<file path="src/rtl/rv32i_rf_pkg.sv">
// Shared RV32I register-file definitions used by write-back, register file and decode.
// Holds the architectural sizes and the write-back controller state encoding.
package rv32i_rf_pkg;

  localparam int IDX_W    = 5;
  localparam int DATA_W   = 32;
  localparam int NUM_REGS = 32;

  typedef enum logic [0:0] {
    INIT = 1'b0,
    RUN  = 1'b1
  } wb_state_e;

endpackage

</file>
<file path="src/rtl/wb_starve_ctr.sv">
// Saturating ALU starvation counter: counts LSU wins over a waiting ALU,
// clears when the ALU finally transfers, flags when the limit is reached.
module wb_starve_ctr #(
  parameter int LIMIT = 4,
  parameter int CNT_W = 4
) (
  input  logic clock,
  input  logic reset,
  input  logic inc,
  input  logic clr,
  output logic limit_hit
);

  logic [CNT_W-1:0] count_r;

  // Counter register: clear has priority over increment, increment saturates.
  always_ff @(posedge clock) begin
    if (reset) begin
      count_r <= CNT_W'(0);
    end else if (clr) begin
      count_r <= CNT_W'(0);
    end else if (inc && (count_r != CNT_W'(LIMIT))) begin
      count_r <= count_r + CNT_W'(1);
    end else begin
      count_r <= count_r;
    end
  end

  assign limit_hit = (count_r == CNT_W'(LIMIT));

endmodule

</file>
<file path="src/rtl/regfile_wb_arbiter.sv">
// Write-back controller for the RV32I register file: zero-fills all registers after
// reset, then arbitrates the single write port between the ALU and LSU write-back paths.
module regfile_wb_arbiter
  import rv32i_rf_pkg::*;
#(
  parameter int NUM_REGS     = rv32i_rf_pkg::NUM_REGS,
  parameter int IDX_W        = rv32i_rf_pkg::IDX_W,
  parameter int DATA_W       = rv32i_rf_pkg::DATA_W,
  parameter int STARVE_LIMIT = 4
) (
  input  logic              clock,
  input  logic              reset,
  output logic              init_done,
  input  logic              alu_valid,
  output logic              alu_ready,
  input  logic [IDX_W-1:0]  alu_rd,
  input  logic [DATA_W-1:0] alu_data,
  input  logic              lsu_valid,
  output logic              lsu_ready,
  input  logic [IDX_W-1:0]  lsu_rd,
  input  logic [DATA_W-1:0] lsu_data,
  output logic              rf_write,
  output logic [IDX_W-1:0]  rf_write_reg,
  output logic [DATA_W-1:0] rf_write_data
);

  wb_state_e         state_r, state_s;
  logic [IDX_W-1:0]  sweep_idx_r, sweep_idx_s;
  logic              init_done_r;
  logic              rf_write_r, wr_en_s;
  logic [IDX_W-1:0]  rf_write_reg_r, wr_reg_s;
  logic [DATA_W-1:0] rf_write_data_r, wr_data_s;

  logic alu_pri_s, alu_ready_s, lsu_ready_s;
  logic alu_xfer_s, lsu_xfer_s, starve_inc_s;

  wb_starve_ctr #(
    .LIMIT (STARVE_LIMIT),
    .CNT_W (4)
  ) u_starve_ctr (
    .clock     (clock),
    .reset     (reset),
    .inc       (starve_inc_s),
    .clr       (alu_xfer_s),
    .limit_hit (alu_pri_s)
  );

  // Ready generation: each side's ready looks only at the other side's valid, so
  // neither requester can form a combinational loop through its own valid.
  always_comb begin
    alu_ready_s = 1'b0;
    lsu_ready_s = 1'b0;
    if (init_done_r) begin
      alu_ready_s = ~lsu_valid | alu_pri_s;
      lsu_ready_s = ~alu_valid | ~alu_pri_s;
    end else begin
      alu_ready_s = 1'b0;
      lsu_ready_s = 1'b0;
    end
  end

  assign alu_xfer_s   = alu_valid & alu_ready_s;
  assign lsu_xfer_s   = lsu_valid & lsu_ready_s & ~alu_xfer_s;
  assign starve_inc_s = alu_valid & lsu_valid & lsu_xfer_s;

  // Next-state and write-issue logic; writes to x0 complete the handshake but issue nothing.
  always_comb begin
    state_s     = state_r;
    sweep_idx_s = sweep_idx_r;
    wr_en_s     = 1'b0;
    wr_reg_s    = rf_write_reg_r;
    wr_data_s   = rf_write_data_r;
    case (state_r)
      INIT: begin
        wr_en_s   = 1'b1;
        wr_reg_s  = sweep_idx_r;
        wr_data_s = DATA_W'(0);
        if (sweep_idx_r == IDX_W'(NUM_REGS - 1)) begin
          state_s     = RUN;
          sweep_idx_s = IDX_W'(0);
        end else begin
          sweep_idx_s = sweep_idx_r + IDX_W'(1);
        end
      end
      RUN: begin
        if (alu_xfer_s && (|alu_rd)) begin
          wr_en_s   = 1'b1;
          wr_reg_s  = alu_rd;
          wr_data_s = alu_data;
        end else if (lsu_xfer_s && (|lsu_rd)) begin
          wr_en_s   = 1'b1;
          wr_reg_s  = lsu_rd;
          wr_data_s = lsu_data;
        end else begin
          wr_en_s = 1'b0;
        end
      end
      default: begin
        state_s     = INIT;
        sweep_idx_s = IDX_W'(0);
      end
    endcase
  end

  // State and registered write-port outputs; init_done trails the last sweep write by one cycle.
  always_ff @(posedge clock) begin
    if (reset) begin
      state_r         <= INIT;
      sweep_idx_r     <= IDX_W'(0);
      init_done_r     <= 1'b0;
      rf_write_r      <= 1'b0;
      rf_write_reg_r  <= IDX_W'(0);
      rf_write_data_r <= DATA_W'(0);
    end else begin
      state_r         <= state_s;
      sweep_idx_r     <= sweep_idx_s;
      init_done_r     <= (state_r == RUN);
      rf_write_r      <= wr_en_s;
      rf_write_reg_r  <= wr_reg_s;
      rf_write_data_r <= wr_data_s;
    end
  end

  assign init_done     = init_done_r;
  assign alu_ready     = alu_ready_s;
  assign lsu_ready     = lsu_ready_s;
  assign rf_write      = rf_write_r;
  assign rf_write_reg  = rf_write_reg_r;
  assign rf_write_data = rf_write_data_r;

endmodule

</file>
<file path="config.mk">
export PLATFORM = sky130hd
export DESIGN_NAME = regfile_wb_arbiter
export DESIGN_NICKNAME = d
export VERILOG_FILES = /design/src/rtl/rv32i_rf_pkg.sv /design/src/rtl/wb_starve_ctr.sv /design/src/rtl/regfile_wb_arbiter.sv
export SDC_FILE = /design/constraint.sdc
export NUM_CORES = 1
export LEC_CHECK = 0
export ABC_AREA = 0
export BUFFER_PORTS_ARGS = -buffer_cell sky130_fd_sc_hd__buf_2
export CAP_MARGIN = 20
export CORE_AREA = 5 5 87 69
export DETAILED_ROUTE_END_ITERATION = 7
export DIE_AREA = 0 0 92 74
export PLACE_DENSITY_LB_ADDON = 0.08
export RECOVER_POWER = 100
export SETUP_SLACK_MARGIN = 0.15
export SLEW_MARGIN = 20
export SYNTH_ARGS = -nofsm -noshare
export SYNTH_HDL_FRONTEND = slang
export SYNTH_HIERARCHICAL = 1
export SYNTH_SLANG_ARGS = --single-unit
</file>
<file path="constraint.sdc">
create_clock -name clock -period 2.5 [get_ports clock]
set_clock_uncertainty 0.15 [all_clocks]
set_input_delay 0.5 -clock clock [delete_from_list [all_inputs] [get_ports clock]]
set_output_delay 0.5 -clock clock [all_outputs]
set_load 0.05 [all_outputs]
</file>
== Word-level counts from Yosys, hierarchy flattened ==
Cells that the tools add are included.

* Register bits: 49
* Bits of input ports: 78
* Output and inout port bits: 41

* Add/sub/neg operators: 2
* Equality and inequality tests: 4
* Mux-type cells: 14
* Bitwise operators: 12
* Reductions and logical operators: 6

{| class="wikitable"
|+ Operators with widths
! operator !! count
|-
| $mux W32 || 2
|-
| $pmux W32 S2 || 1
|-
| $mux W5 || 3
|-
| $pmux W5 S2 || 1
|-
| $reduce_or A5 Y1 || 2
|-
| $mux W1 || 6
|-
| $add A5 B1 Y5 const B || 1
|-
| $and A1 B1 Y1 || 5
|-
| $eq A5 B5 Y1 const B || 1
|-
| $not A1 Y1 || 5
|-
| $add A4 B1 Y4 const B || 1
|-
| $eq A4 B3 Y1 const B || 1
|-
| $ne A4 B3 Y1 const B || 1
|-
| $logic_and A1 B1 Y1 || 3
|-
| $ne A3 B1 Y1 const B || 1
|-
| $or A1 B1 Y1 || 2
|-
| $pmux W1 S2 || 1
|-
| $reduce_or A2 Y1 || 1
|}

== Longest topological paths before layout ==
* Depth after elaboration: 10
* Depth in mapped cells: 10

== Cells and area by module ==
The synthesis kept the hierarchy.

{| class="wikitable"
|+ By module, submodules not included
! module !! instances !! cells an instance !! area an instance (sq um)
|-
| regfile_wb_arbiter || 1 || 181 || 1,925.6
|-
| wb_starve_ctr || 1 || 25 || 229.0
|}

== Least setup slack after synthesis ==
No wires, ideal clock.

* Kind: flip-flop to flip-flop
* Start: reg init_done_r, in the netlist init_done
* End: reg u_starve_ctr.count_r[3]
* Arrival: 2.145 ns
* Required time: 2.291 ns
* Slack: 0.147 ns
* Cell stages (with the launch flop): 7
* Buffers on the path: 0
* Clock period less this slack: 2.353 ns
* Cell sequence: dfxtp_1 -> a21bo_2 -> inv_1 -> and3_1 -> nand4_2 -> nor4b_2 -> a31o_1

* Elaborated cells between the ends (all ways): 9
* Those cells by class: mux (2); bitwise (5); reduce/logical (2)

{| class="wikitable"
|+ RTL lines
! item !! RTL line !! RTL
|-
| from (decl) || regfile_wb_arbiter.sv:29 || <nowiki>logic init_done_r;</nowiki>
|-
| from (signal assigned) || regfile_wb_arbiter.sv:117 || <nowiki>init_done_r <= (state_r == RUN);</nowiki>
|-
| $mux W1 || regfile_wb_arbiter.sv:53 || <nowiki>if (init_done_r) begin</nowiki>
|-
| named net lsu_ready || regfile_wb_arbiter.sv:19 || <nowiki>output logic lsu_ready,</nowiki>
|-
| $and A1 B1 Y1 (2 in series) || regfile_wb_arbiter.sv:63 || <nowiki>assign lsu_xfer_s = lsu_valid & lsu_ready_s & ~alu_xfer_s;</nowiki>
|-
| $and A1 B1 Y1 || regfile_wb_arbiter.sv:64 || <nowiki>assign starve_inc_s = alu_valid & lsu_valid & lsu_xfer_s;</nowiki>
|-
| named net starve_inc_s || regfile_wb_arbiter.sv:35 || <nowiki>logic alu_xfer_s, lsu_xfer_s, starve_inc_s;</nowiki>
|-
| $logic_and A1 B1 Y1 || wb_starve_ctr.sv:22 || <nowiki>end else if (inc && (count_r != CNT_W'(LIMIT))) begin</nowiki>
|-
| to (signal assigned) || wb_starve_ctr.sv:23 || <nowiki>count_r <= count_r + CNT_W'(1);</nowiki>
|-
| to (signal assigned) || wb_starve_ctr.sv:25 || <nowiki>count_r <= count_r;</nowiki>
|-
| to (decl) || wb_starve_ctr.sv:14 || <nowiki>logic [CNT_W-1:0] count_r;</nowiki>
|}

The timed path passes the listed nets, and every way through them passes these cells.
A chain may end at the register's enable or synchronous reset.

== Final worst setup path ==
* Start: reg u_starve_ctr.count_r[0]
* End: reg rf_write_reg_r[0], in the netlist rf_write_reg[0]

* Longest elaborated chain between the ends: 8
* Elaborated cells between the ends (all ways): 15
* Those cells by class: eq/ne (2); mux (4); bitwise (7); reduce/logical (2)

{| class="wikitable"
|+ RTL lines
! item !! RTL line !! RTL
|-
| $eq A4 B3 Y1 (*) || wb_starve_ctr.sv:29 || <nowiki>assign limit_hit = (count_r == CNT_W'(LIMIT));</nowiki>
|-
| named net alu_pri_s || regfile_wb_arbiter.sv:34 || <nowiki>logic alu_pri_s, alu_ready_s, lsu_ready_s;</nowiki>
|-
| $not A1 Y1 or $or A1 B1 Y1 (tied branches) || regfile_wb_arbiter.sv:55, regfile_wb_arbiter.sv:54 ||
|-
| $or A1 B1 Y1 or $mux W1 (tied branches) || regfile_wb_arbiter.sv:55, regfile_wb_arbiter.sv:53 ||
|-
| $mux W1 or $and A1 B1 Y1 (tied branches) || regfile_wb_arbiter.sv:53, regfile_wb_arbiter.sv:62 ||
|-
| $and A1 B1 Y1 or $not A1 Y1 (tied branches) || regfile_wb_arbiter.sv:63 ||
|-
| $and A1 B1 Y1 || regfile_wb_arbiter.sv:63 ||
|-
| $logic_and A1 B1 Y1 || regfile_wb_arbiter.sv:90 || <nowiki>end else if (lsu_xfer_s && (|lsu_rd)) begin</nowiki>
|-
| $ne A3 B1 Y1 (no source line) || n/a ||
|-
| to (signal assigned) || regfile_wb_arbiter.sv:119 || <nowiki>rf_write_reg_r <= wr_reg_s;</nowiki>
|-
| to (decl) || regfile_wb_arbiter.sv:31 || <nowiki>logic [IDX_W-1:0] rf_write_reg_r, wr_reg_s;</nowiki>
|}

The timed path passes the listed nets; every way through them passes the cells marked *.

==> summary.txt <==
outcome: completed
worst vdd ir: 275 µV
worst slack at placement: 62.8 ps
largest net degree at the start of global routing: 33
final worst slack: 159 ps
FF+latch area: 987 µm²
ys async rst share: 0
row cnt: 23
WL/cell: 16.2 µm
clk sink count: 49
post-synthesis sequential area ratio: 0.455
Core Box Area: 5120 µm²
synth unique cells: 33
drt total wl: 6390 µm
Syn Area/Cell: 10.5 µm²
Worst Hold Class: primary input to flop
Total Routing Usage GR: 0.173
share of post-route cells with drive strength above 1: 0.348
final hold violations: 0
Worst setup SP type: flop
Port Buffers: 118
DR DRC count: 0
unrepaired setup endpoints after global routing: no
max incr delay on CP: 370 ps
most numerous cell in the Yosys netlist: dfxtp_1
critical-path cell list: inv_2 > ha_1 > nand3b_1 > inv_1 > a21bo_4 > a211o_1 > and3_4 > buf_8 > a221o_1
Mapped Cells: 206
Final Max Slew Viols: 0
GPL Wtd Cong: 0.781
die area: 6810 µm²
min cycle time layout: 2340 ps
predominant post-synthesis flop cell: dfxtp_1
hold-fix buffer count after cts: 0
Critical Path RT: 2540 ps
first-pass GRT wire length: 9550 µm
Clock Path Buffers: 2
TritonCTS Buffers: 5
initial antenna violation count: 0
Yosys warnings: 6
final layout net count: 414
gr ovfl total: 0
Die Y: 74 µm
max-cap violations: 0
PwrDens: 452 nW/µm²
Final Setup Violations: 0
area of the multi-input gates: 1090 µm²
EDFF count, synth: 0
share of the synthesized area in the top cell type: 0.455
Initial Util: 0.421
crit path max fanout: 11
CP endpoint kind: flop
1st-iter DRT viols: 135
CTS root buf: clkbuf_8
Commonest cells post-synth: dfxtp_1 (49), and2_1 (38), a221o_1 (37)
ANT cells: 0
post-synthesis instance area: 2150 µm²
slowest CP cell: dfxtp_4
fmax: 427 MHz
clk slew on worst S/H paths: 90 ps
CTS tree: built
top post-synthesis cells by area: dfxtp_1 (46%), a221o_1 (17%), and2_1 (11%), ha_1 (2.3%), buf_6 (2.1%)
Pleak: 1.33 nW
WP buf/inv: 3
vias: 2110
Yosys top cell by area: dfxtp_1
net count of the mapped netlist: 288
Vias/cell: 5.34
Ports: 119
Final period util: 0.936
CP Data Arrival Time: 2380 ps
#FFs+latches synth: 49
Tightest Pin Transition: 626 ps
post-route ant nets: 0
Crit Path Category: flop to flop
Largest register FFs: 32
vias in the first global route: 2036
Setup TNS: 0 ps
Slew Limit Headroom: 0.585
Filler cells: 502
family with the most delay on the worst path: compound AO/OA/AOI/OAI gates
H-Tree Level Count: 2
Synth-to-Final Area Change: 39.2%
Die W: 92 µm
worst skew pair latency: 290 ps
hold_ws: 269 ps
DRT Pass-1 Iters: 4
DP HPWL: 4640 µm
stage by stage:
step / utilization / cell area [µm²] / total power, W / instances
finish: 0.585 / 3000 / 0.00136 / 395
floorplan: - / 2160 / 0.000848 / 206
global route: 0.585 / 3000 / 0.00142 / 395
global placement: 0.548 / 2810 / 0.000921 / 378
CTS: 0.568 / 2910 / 0.00137 / 387
detailed placement: 0.548 / 2810 / 0.000922 / 378
cell families (layout without fill, tap and decap cells):
group           Yosys count  after routing  synth area share
flops                    49             49             0.455
simple gates             71             71             0.204
buf+inv                  20            147            0.0505
fa+ha+maj                 4              4            0.0232
mux                       2              2           0.00929
compound gates           60             60             0.258
repair_timing:
action | CTS | global route
buffers inserted | 1 | 5
gates resized for setup | 5 | 15
gates cloned | 0 | 3
endpoints found under the setup margin | 39 | 40
pin swaps | 0 | 19
hold endpoints to repair | 0 | 0
report_power, final:
part / leakage, nW / internal, W / switching [W]
combinational: 0.885 / 0.0000579 / 0.0000515
clock: 0.0439 / 0.000193 / 0.000260
sequential: 0.398 / 0.000786 / 0.00000729
final timing paths:
kind	slack, ps	depth (start not counted)	endpoint	startpoint
worst max-delay path	160	9	rf_write_reg[0]$_SDFFE_PP0P_	u_starve_ctr/count_r[0]$_SDFFE_PP0P_
worst min-delay path	270	2	rf_write_data[19]$_SDFFE_PP0P_	alu_data[19]
worst max register to register	160	9	rf_write_reg[0]$_SDFFE_PP0P_	u_starve_ctr/count_r[0]$_SDFFE_PP0P_
worst min register to register	340	1	rf_write_data[2]$_SDFFE_PP0P_	rf_write_data[2]$_SDFFE_PP0P_
layout make-up:
type,instances,share of cell area
clock inverters,3,0.00584
repair buffers,132,0.242
well taps,62,0.0259
clock buffers,5,0.0229
inverters,7,0.00876
flip-flops and latches,49,0.329
multi-input cells,137,0.365
layer usage:
layer	routed length, µm	track usage
met3	403	0.0495
met5	0	0
met4	8	0.0346
met2	3070	0.300
met1	2910	0.220
placed cells by master, fill, tap and decap left out, drive strengths merged:
master and count:
or4 2, a2111oi 1, nand4 4, nand3b 2, nor3 3, a221o 37
and2 38, a211o 1, mux2i 2, a21bo 1, and3 4, a31o 1
nor4 1, nor4b 1, clkinvlp 1, nand3 3, a21boi 2, a31oi 2
nor2 11, o21ai 4, buf 91, a22o 5, a21oi 5, clkinv 2
ha 4, nand2b 2, o2111ai 1, clkbuf 46, inv 7, dfxtp 49
Note: power is estimated with default switching activity, not from simulation.
